--- config.mk ---
export PLATFORM = sky130hd
export DESIGN_NAME = sampling_control
export DESIGN_NICKNAME = d
export VERILOG_FILES = /design/src/rtl/sampling_control.sv
export SDC_FILE = /design/constraint.sdc
export NUM_CORES = 1
export LEC_CHECK = 0
export BUFFER_PORTS_ARGS = -buffer_cell sky130_fd_sc_hd__buf_2
export CORE_UTILIZATION = 45
export CTS_CLUSTER_SIZE = 24
export DETAILED_ROUTE_END_ITERATION = 16
export SYNTH_ARGS = -nofsm -noshare
export SYNTH_HDL_FRONTEND = slang
export SYNTH_SLANG_ARGS = --single-unit
--- constraint.sdc ---
create_clock -name Fg_CLK -period 1.9 [get_ports Fg_CLK]
set_input_delay 0.19 -clock Fg_CLK [delete_from_list [all_inputs] [get_ports Fg_CLK]]
set_output_delay 0.19 -clock Fg_CLK [all_outputs]
set_load 0.05 [all_outputs]
--- src/rtl/sampling_control.sv ---
// Sample-rate controller: button steps a mode, mode picks a divider, divider emits a 1-cycle Enable strobe.
// Latency: Mode updates on the press edge, Ready after SETTLE_CYCLES edges, first Enable DIV edges later; no backpressure.
module sampling_control #(
    parameter int NUM_MODES     = 10,
    parameter int SETTLE_CYCLES = 8,
    parameter int DIV_W         = 18
) (
    input  logic       Fg_CLK,
    input  logic       RESETn,
    input  logic       IntBTN,
    output logic       Ready,
    output logic       Enable,
    output logic [3:0] Mode
);

    localparam int                SET_W       = (SETTLE_CYCLES > 1) ? $clog2(SETTLE_CYCLES) : 1;
    localparam logic [3:0]        LAST_MODE   = 4'(NUM_MODES - 1);
    localparam logic [SET_W-1:0]  SETTLE_LOAD = SET_W'(SETTLE_CYCLES - 1);

    typedef enum logic [1:0] {
        ST_OFF,
        ST_SETTLE,
        ST_RUN
    } state_t;

    state_t             state_q, state_d;
    logic [3:0]         mode_q, mode_d;
    logic [SET_W-1:0]   settle_q, settle_d;
    logic [DIV_W-1:0]   div_q, div_d;
    logic               btn_q, btn_d;
    logic               ready_q, ready_d;
    logic               enable_q, enable_d;
    logic               press;
    logic [DIV_W-1:0]   div_last;

    // Terminal count (divisor - 1) for each mode.
    function automatic logic [DIV_W-1:0] mode_div_last(input logic [3:0] m);
        logic [DIV_W-1:0] r;
        case (m)
            4'd1:    r = DIV_W'(24 - 1);
            4'd2:    r = DIV_W'(48 - 1);
            4'd3:    r = DIV_W'(240 - 1);
            4'd4:    r = DIV_W'(480 - 1);
            4'd5:    r = DIV_W'(2400 - 1);
            4'd6:    r = DIV_W'(4800 - 1);
            4'd7:    r = DIV_W'(24000 - 1);
            4'd8:    r = DIV_W'(48000 - 1);
            4'd9:    r = DIV_W'(240000 - 1);
            default: r = '0;
        endcase
        return r;
    endfunction

    assign press    = IntBTN & ~btn_q;
    assign div_last = mode_div_last(mode_q);

    always_comb begin
        state_d  = state_q;
        mode_d   = mode_q;
        settle_d = settle_q;
        div_d    = div_q;
        btn_d    = IntBTN;
        enable_d = 1'b0;

        if (press) begin
            // A press always wins over a strobe due on the same edge.
            mode_d   = (mode_q == LAST_MODE) ? 4'd0 : mode_q + 4'd1;
            settle_d = SETTLE_LOAD;
            div_d    = '0;
            state_d  = (mode_q == LAST_MODE) ? ST_OFF : ST_SETTLE;
        end else begin
            case (state_q)
                ST_SETTLE: begin
                    if (settle_q != '0) begin
                        settle_d = settle_q - 1'b1;
                    end else begin
                        state_d = ST_RUN;
                    end
                end
                ST_RUN: begin
                    if (div_q == div_last) begin
                        div_d    = '0;
                        enable_d = 1'b1;
                    end else begin
                        div_d = div_q + 1'b1;
                    end
                end
                default: begin
                    state_d = ST_OFF;
                end
            endcase
        end

        ready_d = (state_d == ST_RUN);
    end

    always_ff @(posedge Fg_CLK) begin
        if (!RESETn) begin
            state_q  <= ST_OFF;
            mode_q   <= 4'd0;
            settle_q <= '0;
            div_q    <= '0;
            btn_q    <= 1'b0;
            ready_q  <= 1'b0;
            enable_q <= 1'b0;
        end else begin
            state_q  <= state_d;
            mode_q   <= mode_d;
            settle_q <= settle_d;
            div_q    <= div_d;
            btn_q    <= btn_d;
            ready_q  <= ready_d;
            enable_q <= enable_d;
        end
    end

    assign Ready  = ready_q;
    assign Enable = enable_q;
    assign Mode   = mode_q;

endmodule

# [Word level (Yosys, flattened, before mapping)]
# Memory sizes are Yosys's and may differ from the RTL's. A register that Yosys moved wholly into a read port is not among the register bits.
# Index checks and enable logic that the tools add are counted.
[totals] register_bits=30 rom_bits=288 inputBits=3 out_inout_bits=6 n_memories=1
[mem_list] name="(no name shown)" words=16 width=18 rd=1 rd_ports_with_merged_regs=1 write_ports=0 line="39" text="case (m)"
[classes] n_addsub=3 n_eq_ne=5 muxes=12 bitwise=4 reduce_logical=6
[op_table] operator="$add 18x1->18 const B" n=1
[op_table] operator="$eq 18x18->1" n=1
[op_table] operator="$mux 18" n=1
[op_table] operator="$mux 4" n=3
[op_table] operator="$mux 3" n=3
[op_table] operator="$add 4x1->4 const B" n=1
[op_table] operator="$eq 2x2->1 const B" n=2
[op_table] operator="$eq 4x4->1 const B" n=1
[op_table] operator="$mux 2" n=2
[op_table] operator="$pmux 2 s2" n=1
[op_table] operator="$reduce_bool 2->1" n=2
[op_table] operator="$not 1->1" n=3
[op_table] operator="$reduce_bool 3->1" n=1
[op_table] operator="$reduce_or 3->1" n=1
[op_table] operator="$sub 3x1->3 const B" n=1
[op_table] operator="$eq 2x1->1 const B" n=1
[op_table] operator="$mux 1" n=2
[op_table] operator="$reduce_and 2->1" n=1
[op_table] operator="$reduce_or 2->1" n=1
[op_table] operator="$and 1x1->1" n=1

# [Depth between registers and ports, before layout]
# Gate-level depths: netlist of run 1.
[depth] ltp_word=5 ltp_mapped=10 ltp_nobuf=8

# [Worst setup path before layout of run 1]
# OpenSTA, ideal clock, no wires.
[synth_path] kind="register -> register" start="reg mode_q[0] (netlist: Mode[0])" end="reg, netlist name div_last[2]" setup_ns=0.072 arrival_ns=1.909 path_slack_ns=-0.081 path_stages_with_launch=8 synth_period_minus_slack_ns=1.981 path_cell_list="dfxtp_1 ha_1 a21oi_1 mux2_2 nand2_1 inv_1 nor2_1 mux2i_1"
[synth_between] elab_chain_len=4 elab_cells_between_ends=5 cone_classes="add/sub (1); eq/ne (1); mux (3)"
[synth_rtl] element="start, declared" line="27" text="logic [3:0] mode_q, mode_d;"
[synth_rtl] element="start signal, assigned" line="108" text="mode_q <= mode_d;"
[synth_rtl] element="$add 4x1->4 or $eq 4x4->1 (tied branches)" line="67" text="mode_d = (mode_q == LAST_MODE) ? 4'd0 : mode_q + 4'd1;"
[synth_rtl] element="$mux 4" line="67"
[synth_rtl] element="$mux 4 (no source line) (*) (2 in series)"
# Every way passes the cells marked *; elsewhere a longest branch is shown, timed or not.
# A chain may end at the register's enable or synchronous reset.

# [Worst setup path in the final report of run 1]
[layout_path] start="reg div_q[16]" end="reg div_q[10]"
[layout_between] elab_chain_len=2
[layout_rtl] element="start, declared" line="29" text="logic [DIV_W-1:0] div_q, div_d;"
[layout_rtl] element="start signal, assigned" line="110" text="div_q <= div_d;"
[layout_rtl] element="$eq 18x18->1" line="81" text="if (div_q == div_last) begin"
[layout_rtl] element="$mux 18" line="81"
# No other way between the ends.

==> out/results.ini, run 1 <==
[logic_synthesis]
seq_area_frac_synth_pct = 44.1
async_reset_ff_share_pct = 0
synth_nets = 226
synth_commonest_cells = 43 x dfxtp_1, 25 x xor2_1, 24 x nor2_1
netlist_instances = 216
synth_area_leaders = dfxtp_1 44%, xor2_1 11%, nor2_1 4.6%
synthesis.area_um2 = 1950
post-synth-top-count-cell = dfxtp_1
synth_edf_count = 0
yosysWarningCount = 0
synth.top_cell.area_share_pct = 44.1
avgSynthCellArea_um2 = 9.04
synth_flop_cell = dfxtp_1
ys_seq_elements = 43
ys_types = 37
yosysTopAreaCell = dfxtp_1

[floorplan]
fp-row-count = 23
die_x_um = 67.9
die_h_um = 67.9
io_pins = 9
core_area_um2 = 4090
initial_utilization_pct = 47.8
die_area_um2 = 4610

[critical_path]
timing.critical_path.buf_inv = 1
worstPathRequired_ns = 2.09
rr_worst_depth = 5
cpPeakStageDelay_ns = 0.42
crit_type = register to register
worstReg2RegStart = div_q[16]
r2r_end = div_q[10]
crit_path_start_kind = register
end_kind = register
ff2ff_setup_slack_ns = 0.19
path_delay_family = compound AO/OA/AOI/OAI gates
worstPathMaxFanout = 9
arrival_ns = 1.91
cp_cell_sequence = or3_1 -> a2111oi_2 -> a41o_1 -> buf_4 -> nor2_1
slowest_stage = a2111oi_2

[sta]
hold_viol = 0
fmax_mhz = 584
slew_headroom_pct = 68.7
rsz0062_at_grt = false
worst_pin_slew_ns = 0.466
slew_viol_final = 0
min_period_ns = 1.71
setup_tns_ns = 0
fin_skew_ns = 0.00245
setup_viol = 0
fin_crit_sh_pct = 90.2

[cts]
cts.sinks = 43
clockBufferDepth = 2
path_clk_slew_ns = 0.08
htreeDepth = 2
cts_inserted_buffers = 5
clk_latency_ns = 0.29
cts_setup_buffers = 0
root_buffer = clkbuf_8
cts_tree = built

[run_status]
status = finished, final reports clean

[cells_and_area]
n_antenna_cell = 0
nFillCells = 398
drive_above_1_share_pct = 12.1
areaGrowthSynthToFinish_pct = 9.74
multiInputGateArea_um2 = 991
regArea_um2 = 863
nNetsFinal = 241

[global_route]
grt_use_met3_pct = 5.50
antenna_found_initial = 0
grtUsageMet1_pct = 23.0
grt_max_degree = 13
grt_usage_pct = 17.3
grt_util_met2_pct = 24.6
top_usage_layer = met2
grt_first_pass_wirelength_mm = 5.68
grt_overflow = 0
grt_pass1_vias = 1251

[route]
drt_iter0_drc = 55
vias_per_cell = 5.20
postRouteWirelength_mm = 3.61
drt-wirelength-per-cell_um = 12.8
postRouteAntennaNets = 0
drc = 0
drt-pass1-iter-count = 4
vias = 1465

[pwr]
pwr-share-comb_pct = 7.8
power.share.clock_pct = 34.3
ir_worst_vdd_mv = 0.397
pwr_density_cell_nw_per_um2 = 756
seqPwrFrac_pct = 58.0
p_leak_nw = 0.947
power_switching_mw = 0.391
swShare_pct = 24.1
internal_power_mw = 1.23
finalPower_mw = 1.62

[flow_run]
cap_violations = 0

[hold_path]
whs_endpoint = btn_q
hold_class = input port to register
min_from = IntBTN
min_path_cells = 2

[placement]
place.gp.congestion = 0.768
dp_hpwl_mm = 2.69
port_buffers = 8

power groups by stage:
stage | clock (mW) | combinational (mW) | sequential (mW)
after detailed placement | 0 | 0.124 | 0.961
final | 0.555 | 0.126 | 0.939
after global routing | 0.615 | 0.140 | 0.942
after CTS | 0.573 | 0.125 | 0.939
after global placement | 0 | 0.123 | 0.960
after floorplan | 0 | 0.0880 | 0.970
worst max-delay path by stage:
stage / start / end / slack [ns] / cells after the start
after floorplan: Mode[2] / div_last[12] / 0.05 / 6
after global placement: Mode[0] / div_last[2] / 0.07 / 7
after detailed placement: Mode[0] / div_last[2] / 0.07 / 7
after CTS: Mode[0] / div_last[2] / 0.04 / 7
after global routing: Mode[2] / div_last[9] / 0.06 / 6
final: div_q[16] / div_q[10] / 0.19 / 5
layout by cell type (no fill, tap or decap):
master | Yosys | routed
a41o_1 | 1 | 1
mux2_2 | 1 | 1
clkbuf_8 | 0 | 5
or3_1 | 4 | 4
nand4_1 | 9 | 9
nand2_1 | 17 | 16
dfxtp_2 | 0 | 2
nand3_1 | 9 | 9
nor2_1 | 24 | 23
and4_1 | 2 | 2
a211oi_1 | 1 | 1
buf_4 | 1 | 8
ha_1 | 7 | 7
o21a_1 | 1 | 1
a21oi_1 | 7 | 7
nor2b_1 | 2 | 2
o2111ai_1 | 1 | 1
o32ai_1 | 1 | 1
buf_2 | 3 | 8
and3_1 | 8 | 8
inv_1 | 12 | 12
clkbuf_1 | 2 | 2
nand3b_1 | 2 | 2
dfxtp_1 | 43 | 41
xor2_1 | 25 | 25
and2_1 | 1 | 1
nand2b_1 | 5 | 5
o21ai_0 | 4 | 4
mux2i_1 | 2 | 2
xnor2_1 | 5 | 5
o22ai_1 | 2 | 2
clkinv_2 | 0 | 1
nor4_1 | 3 | 3
a31oi_1 | 1 | 1
a21o_1 | 1 | 1
a2111oi_2 | 1 | 1
nor2_2 | 0 | 1
a32oi_1 | 1 | 1
nor3_1 | 5 | 5
nand2_2 | 0 | 1
registers in the layout, indices dropped and copies added, names as in the netlist:
signal,cells
settle_q,3
state_q,2
Ready,1
Mode,4
div_last,13
div_q,18
Enable,1
btn_q,1
worst register-to-register path, stage by stage (launching register included):
cell	delay, ns
dfxtp_1	0.34
or3_1	0.39
a2111oi_2	0.42
a41o_1	0.24
buf_4	0.17
nor2_1	0.06
timing repair:
| item | 4_1_cts | 5_1_grt |
|---|---|---|
| hold buffers | 0 | 0 |
| endpoints found under the hold margin | 0 | 0 |
| endpoints found under the setup margin | 0 | 1 |
| resized for setup | 0 | 2 |
through the flow:
step	cell area (µm²)	utilization (%)	setup WS [ns]	cells	hold WS [ns]
floorplan	1960	-	0.0530	216	0.312
global placement	2060	50.3	0.0723	274	0.433
detailed placement	2060	50.3	0.0719	274	0.432
CTS	2140	52.3	0.0420	282	0.124
global route	2140	52.4	0.0635	282	0.132
finish	2140	52.4	0.186	282	0.138
logic make-up (layout without fill, tap and decap cells):
group | Yosys count | after routing | share of synthesized area, %
AO/OA/AOI/OAI | 22 | 22 | 7.56
XOR/XNOR | 30 | 30 | 13.5
adder cells (fa/ha/maj) | 7 | 7 | 4.48
buffers and inverters | 20 | 36 | 5.45
flip-flops | 43 | 43 | 44.1
multiplexers | 3 | 3 | 1.60
AND/OR/NAND/NOR | 91 | 91 | 23.4
metal layers:
layer	part of all wire (%)	routed length [µm]
met1	51	1850
met4	2.4	86
met5	0	0
met3	3.0	108
met2	43	1560
cell type report:
type                       instances  area share [%]
timing repair buffer              16            4.67
multi-input combinational        153            46.2
sequential                        43            40.3
clock buffer                       7            3.56
tap                               50            2.92
clock inverter                     1           0.234
inverter                          12            2.10
(Power assumes the default switching activity.)
==> run 2, diff against run 1 <==
--- a/config.mk
+++ b/config.mk
@@ -5,10 +5,12 @@
 export SDC_FILE = /design/constraint.sdc
 export NUM_CORES = 1
 export LEC_CHECK = 0
+export ABC_AREA = 1
 export BUFFER_PORTS_ARGS = -buffer_cell sky130_fd_sc_hd__buf_2
 export CORE_UTILIZATION = 45
 export CTS_CLUSTER_SIZE = 24
 export DETAILED_ROUTE_END_ITERATION = 16
+export SKIP_LAST_GASP = 1
 export SYNTH_ARGS = -nofsm -noshare
 export SYNTH_HDL_FRONTEND = slang
 export SYNTH_SLANG_ARGS = --single-unit
==> out/results.ini, run 2 <==
[cts]
clk_latency_ns = 0.29
cts_setup_buffers = 0
root_buffer = clkbuf_8
cts_resized = 0
cts.sinks = 43
path_clk_slew_ns = 0.08
cts_tree = built
ctsHoldBuffers = 0
clockBufferDepth = 2
cts_inserted_buffers = 5
htreeDepth = 2

[floorplan]
fp-row-count = 25
io_pins = 9
die_x_um = 72.7
die_area_um2 = 5280
die_h_um = 72.7
initial_utilization_pct = 47.3
core_area_um2 = 4750

[pwr]
finalPower_mw = 1.81
p_leak_nw = 1.07
internal_power_mw = 1.40
power_switching_mw = 0.418
pwr-share-comb_pct = 8.3
pwr_density_cell_nw_per_um2 = 738
seqPwrFrac_pct = 51.8
swShare_pct = 23.0
power.share.clock_pct = 39.9
ir_worst_vdd_mv = 0.349

[cells_and_area]
regArea_um2 = 861
areaGrowthSynthToFinish_pct = 9.35
top_register = div_q
largest_reg_flops = 18
nFillCells = 489
fin_cells = 407
nNetsFinal = 349
final_core_util_pct = 51.7
final_cell_mix = 95 x nand2_1, 46 x nor2_1, 43 x dfxtp_1
n_antenna_cell = 0
final_common_cell = nand2_1
multiInputGateArea_um2 = 1170
drive_above_1_share_pct = 11.8

[hold_path]
hold_class = input port to register
min_from = IntBTN

[logic_synthesis]
avgSynthCellArea_um2 = 6.85
yosysWarningCount = 0
netlist_instances = 328
yosysTopAreaCell = dfxtp_1
synth_flop_cell = dfxtp_1
synth_commonest_cells = 95 x nand2_1, 46 x nor2_1, 43 x dfxtp_1
synth_area_leaders = dfxtp_1 38%, nand2_1 16%, nor2_1 7.7%
synth_edf_count = 0
post-synth-top-count-cell = nand2_1
synthesis.area_um2 = 2250
async_reset_ff_share_pct = 0
synth_nets = 338
seq_area_frac_synth_pct = 38.3
ys_seq_elements = 43
synth.top_cell.area_share_pct = 38.3
ys_types = 30

[critical_path]
crit_type = register to register
crit_path_start_kind = register
arrival_ns = 1.92
end_kind = register
crit_start = state_q[0]
worstPathMaxFanout = 8
worstReg2RegStart = state_q[0]
worstPathRequired_ns = 2.08

[sta]
slew_headroom_pct = 77.7
fin_skew_ns = 0.00852
fmax_mhz = 577
slew_viol_final = 0
setup_viol = 0
min_period_ns = 1.73
hold-worst-slack_ns = 0.135
setup_tns_ns = 0
rsz0062_at_grt = false
fin_crit_sh_pct = 91.1
worst_pin_slew_ns = 0.334
hold_viol = 0

[placement]
numPlacedInstances = 399
port_buffers = 8
dp_hpwl_mm = 3.54
place.gp.congestion = 0.917

[route]
drt_iter0_drc = 116
drt-wirelength-per-cell_um = 11.1
drc = 0
postRouteWirelength_mm = 4.52
vias_per_cell = 4.67
vias = 1901
drt-pass1-iter-count = 4
postRouteAntennaNets = 0

[global_route]
grt_overflow = 0
grt_usage_pct = 19.8
grt_first_pass_wirelength_mm = 8.02
grt_max_degree = 17
antenna_found_initial = 0
grt_pass1_vias = 1762

[run_status]
status = finished, final reports clean

[flow_run]
cap_violations = 0

run 2: path summary, 6_finish.rpt:
path | endpoint | slack, ns | depth (start not counted)
hold reg to reg | settle_q[0] | 0.48 | 2
hold / removal | btn_q | 0.13 | 3
setup reg to reg | div_q[11] | 0.17 | 9
setup / recovery | div_q[11] | 0.17 | 9
run 2: cell families (layout without fill, tap and decap cells):
group,after synthesis,in the layout,synth area share (%)
and+or+nand+nor,187,187,36.8
muxes,1,1,0.445
xor gates and xnor gates,10,10,3.90
buffers and inverters,54,66,9.85
adders and majority gates,7,7,3.90
AOI/OAI and AO/OA,26,26,6.84
DFF,43,43,38.3
run 2: through the flow:
stage	instance area (µm²)	setup slack [ns]
after floorplan	2250	0.175
after global placement	2340	0.231
after detailed placement	2340	0.228
after CTS	2460	0.195
after global routing	2460	0.0186
final	2460	0.168
run 2: final cells by class:
type	instances	share of cell area (%)
Sequential cell	43	35.0
Timing Repair Buffer	8	1.63
Clock inverter	2	1.42
Inverter	50	7.74
Clock buffer	6	3.36
Tap cell	67	3.41
Multi-Input combinational cell	231	47.4
run 2: critical path, cell delays in order, from the launching register on:
cell	delay (ns)
dfxtp_1	0.32
inv_1	0.08
ha_1	0.36
inv_2	0.13
nor2_1	0.18
nand3b_1	0.18
nor2_1	0.17
nand3_1	0.10
nand2_1	0.07
nor2_1	0.04
run 2: power by group through the flow:
stage,sequential (mW),clock (mW),combinational [mW]
global route,0.943,0.781,0.175
detailed placement,0.961,0,0.150
global placement,0.961,0,0.149
floorplan,0.970,0,0.111
finish,0.940,0.724,0.150
CTS,0.940,0.745,0.151
run 2: layer usage:
| metal | GRT usage [%] | wire length, µm | vias up | share of wire, % |
|---|---|---|---|---|
| met5 | 0 | 0 | - | 0 |
| met4 | 6.75 | 99 | 0 | 2.2 |
| met3 | 5.11 | 109 | 9 | 2.4 |
| met2 | 29.5 | 1870 | 15 | 41 |
| met1 | 27.8 | 2440 | 840 | 54 |
| li1 | - | - | 1037 | - |
==> run 3, diff against run 2 <==
--- a/config.mk
+++ b/config.mk
@@ -10,6 +10,7 @@
 export CORE_UTILIZATION = 45
 export CTS_CLUSTER_SIZE = 24
 export DETAILED_ROUTE_END_ITERATION = 16
+export REMOVE_ABC_BUFFERS = 1
 export SKIP_LAST_GASP = 1
 export SYNTH_ARGS = -nofsm -noshare
 export SYNTH_HDL_FRONTEND = slang
==> out/results.ini, run 3 (synthesized netlist as in run 2, its figures left out) <==
[cells_and_area]
nFillCells = 528
nNetsFinal = 349
n_antenna_cell = 0
areaGrowthSynthToFinish_pct = 8.51
final_common_cell = nand2_1
largest_reg_flops = 18
drive_above_1_share_pct = 11.8
final_core_util_pct = 51.3
regArea_um2 = 861
top_register = div_q
multiInputGateArea_um2 = 1170
final_cell_mix = 95 x nand2_1, 46 x nor2_1, 43 x dfxtp_1

[sta]
min_period_ns = 1.73
fin_skew_ns = 0.00963
worst_pin_slew_ns = 0.340
hold_viol = 0
slew_viol_final = 0
fmax_mhz = 577
setup_tns_ns = 0
slew_headroom_pct = 77.3
rsz0062_at_grt = false
fin_crit_sh_pct = 91.2
setup_viol = 0

[route]
drt-wirelength-per-cell_um = 11.1
route.top_layer_used = met4
drt-pass1-iter-count = 4
postRouteWirelength_mm = 4.51
dr_wl_met3_um = 114
drt_iter0_drc = 96
drc = 0
vias_per_cell = 4.66
dr_wl_met2_mm = 1.93
wl_met1_mm = 2.38
postRouteAntennaNets = 0
vias = 1896

[floorplan]
die_area_um2 = 5280
core_area_um2 = 4750
fp-row-count = 25
die_h_um = 72.7
die_x_um = 72.7
io_pins = 9
initial_utilization_pct = 47.3

[cts]
clockBufferDepth = 2
htreeDepth = 2
cts_inserted_buffers = 5
cts.sinks = 43
root_buffer = clkbuf_8
ctsHoldBuffers = 0
clk_latency_ns = 0.30
cts_resized = 0
cts_tree = built
path_clk_slew_ns = 0.08
cts_setup_buffers = 0

[global_route]
grt_usage_pct = 19.0
grt_pass1_vias = 1664
grt_overflow = 0
grt_first_pass_wirelength_mm = 7.56
antenna_found_initial = 0
grt_max_degree = 17

[critical_path]
ff2ff_setup_slack_ns = 0.17
arrival_ns = 1.92
r2r_end = div_q[11]
rr_worst_depth = 9
worstReg2RegStart = state_q[0]
worstPathMaxFanout = 8
crit_type = register to register
crit_path_start_kind = register
worstPathRequired_ns = 2.09
end_kind = register

[placement]
port_buffers = 8
place.gp.congestion = 0.832
dp_hpwl_mm = 3.54

[pwr]
p_leak_nw = 1.05
pwr_density_cell_nw_per_um2 = 698
ir_worst_vdd_mv = 0.545

[hold_path]
min_from = IntBTN
min_path_cells = 3
hold_class = input port to register
whs_endpoint = btn_q

[run_status]
status = finished, final reports clean

[flow_run]
cap_violations = 0

## run 3: cell types whose count changed in the layout (fill, tap and decap cells not counted)
cell        previous run  this run
bufinv_16              1         0
clkinvlp_4             0         1
clkinv_2               1         0
clkinv_4               0         1
## run 3: worst max path at each step
| stage | start | to | cells past startpoint | slack (ns) |
|---|---|---|---|---|
| 5_1_grt | state_q[0] | div_q[11] | 9 | 0.01 |
| 6_report | state_q[0] | div_q[11] | 9 | 0.17 |
| 2_1_floorplan | Mode[0] | div_last[2] | 8 | 0.18 |
| 3_5_place_dp | state_q[0] | div_q[11] | 9 | 0.20 |
| 4_1_cts | state_q[0] | div_q[11] | 9 | 0.18 |
| 3_3_place_gp | state_q[0] | div_q[11] | 9 | 0.24 |
## run 3: per-layer routing
metal | GRT usage, % | vias to the layer above
met5 | 0 | -
met2 | 29.3 | 22
met4 | 7.84 | 0
met1 | 25.9 | 836
met3 | 3.73 | 8
li1 | - | 1030
## run 3: stage by stage
step	area [µm²]	cells	setup WS, ns	hold WS [ns]	total power, mW
6_report	2440	407	0.166	0.128	1.70
2_1_floorplan	2220	324	0.175	0.283	1.08
4_1_cts	2440	407	0.184	0.114	1.73
3_5_place_dp	2340	399	0.202	0.440	1.11
5_1_grt	2440	407	0.0102	0.158	1.79
3_3_place_gp	2340	399	0.236	0.434	1.11
## run 3: cell type report
cell class / instances / share of cell area [%]
multi-input combinational: 231 / 47.8
inverter: 50 / 7.79
tap: 67 / 3.44
sequential: 43 / 35.3
clock buffer: 6 / 3.38
clock inverter: 2 / 0.667
timing repair buffer: 8 / 1.64
## run 3: where the power goes
group	internal, mW	total [mW]	leakage, nW	switching (mW)
logic	0.0474	0.150	0.658	0.103
registers	0.924	0.939	0.349	0.0154
clock network	0.296	0.612	0.0474	0.316
## run 3: worst max-delay path, cell delays in order (launching register included)
cell and delay, ns:
dfxtp_1 0.32, inv_1 0.07, ha_1 0.35, inv_2 0.13, nor2_1 0.20, nand3b_1 0.18
nor2_1 0.17, nand3_1 0.10, nand2_1 0.07, nor2_1 0.04
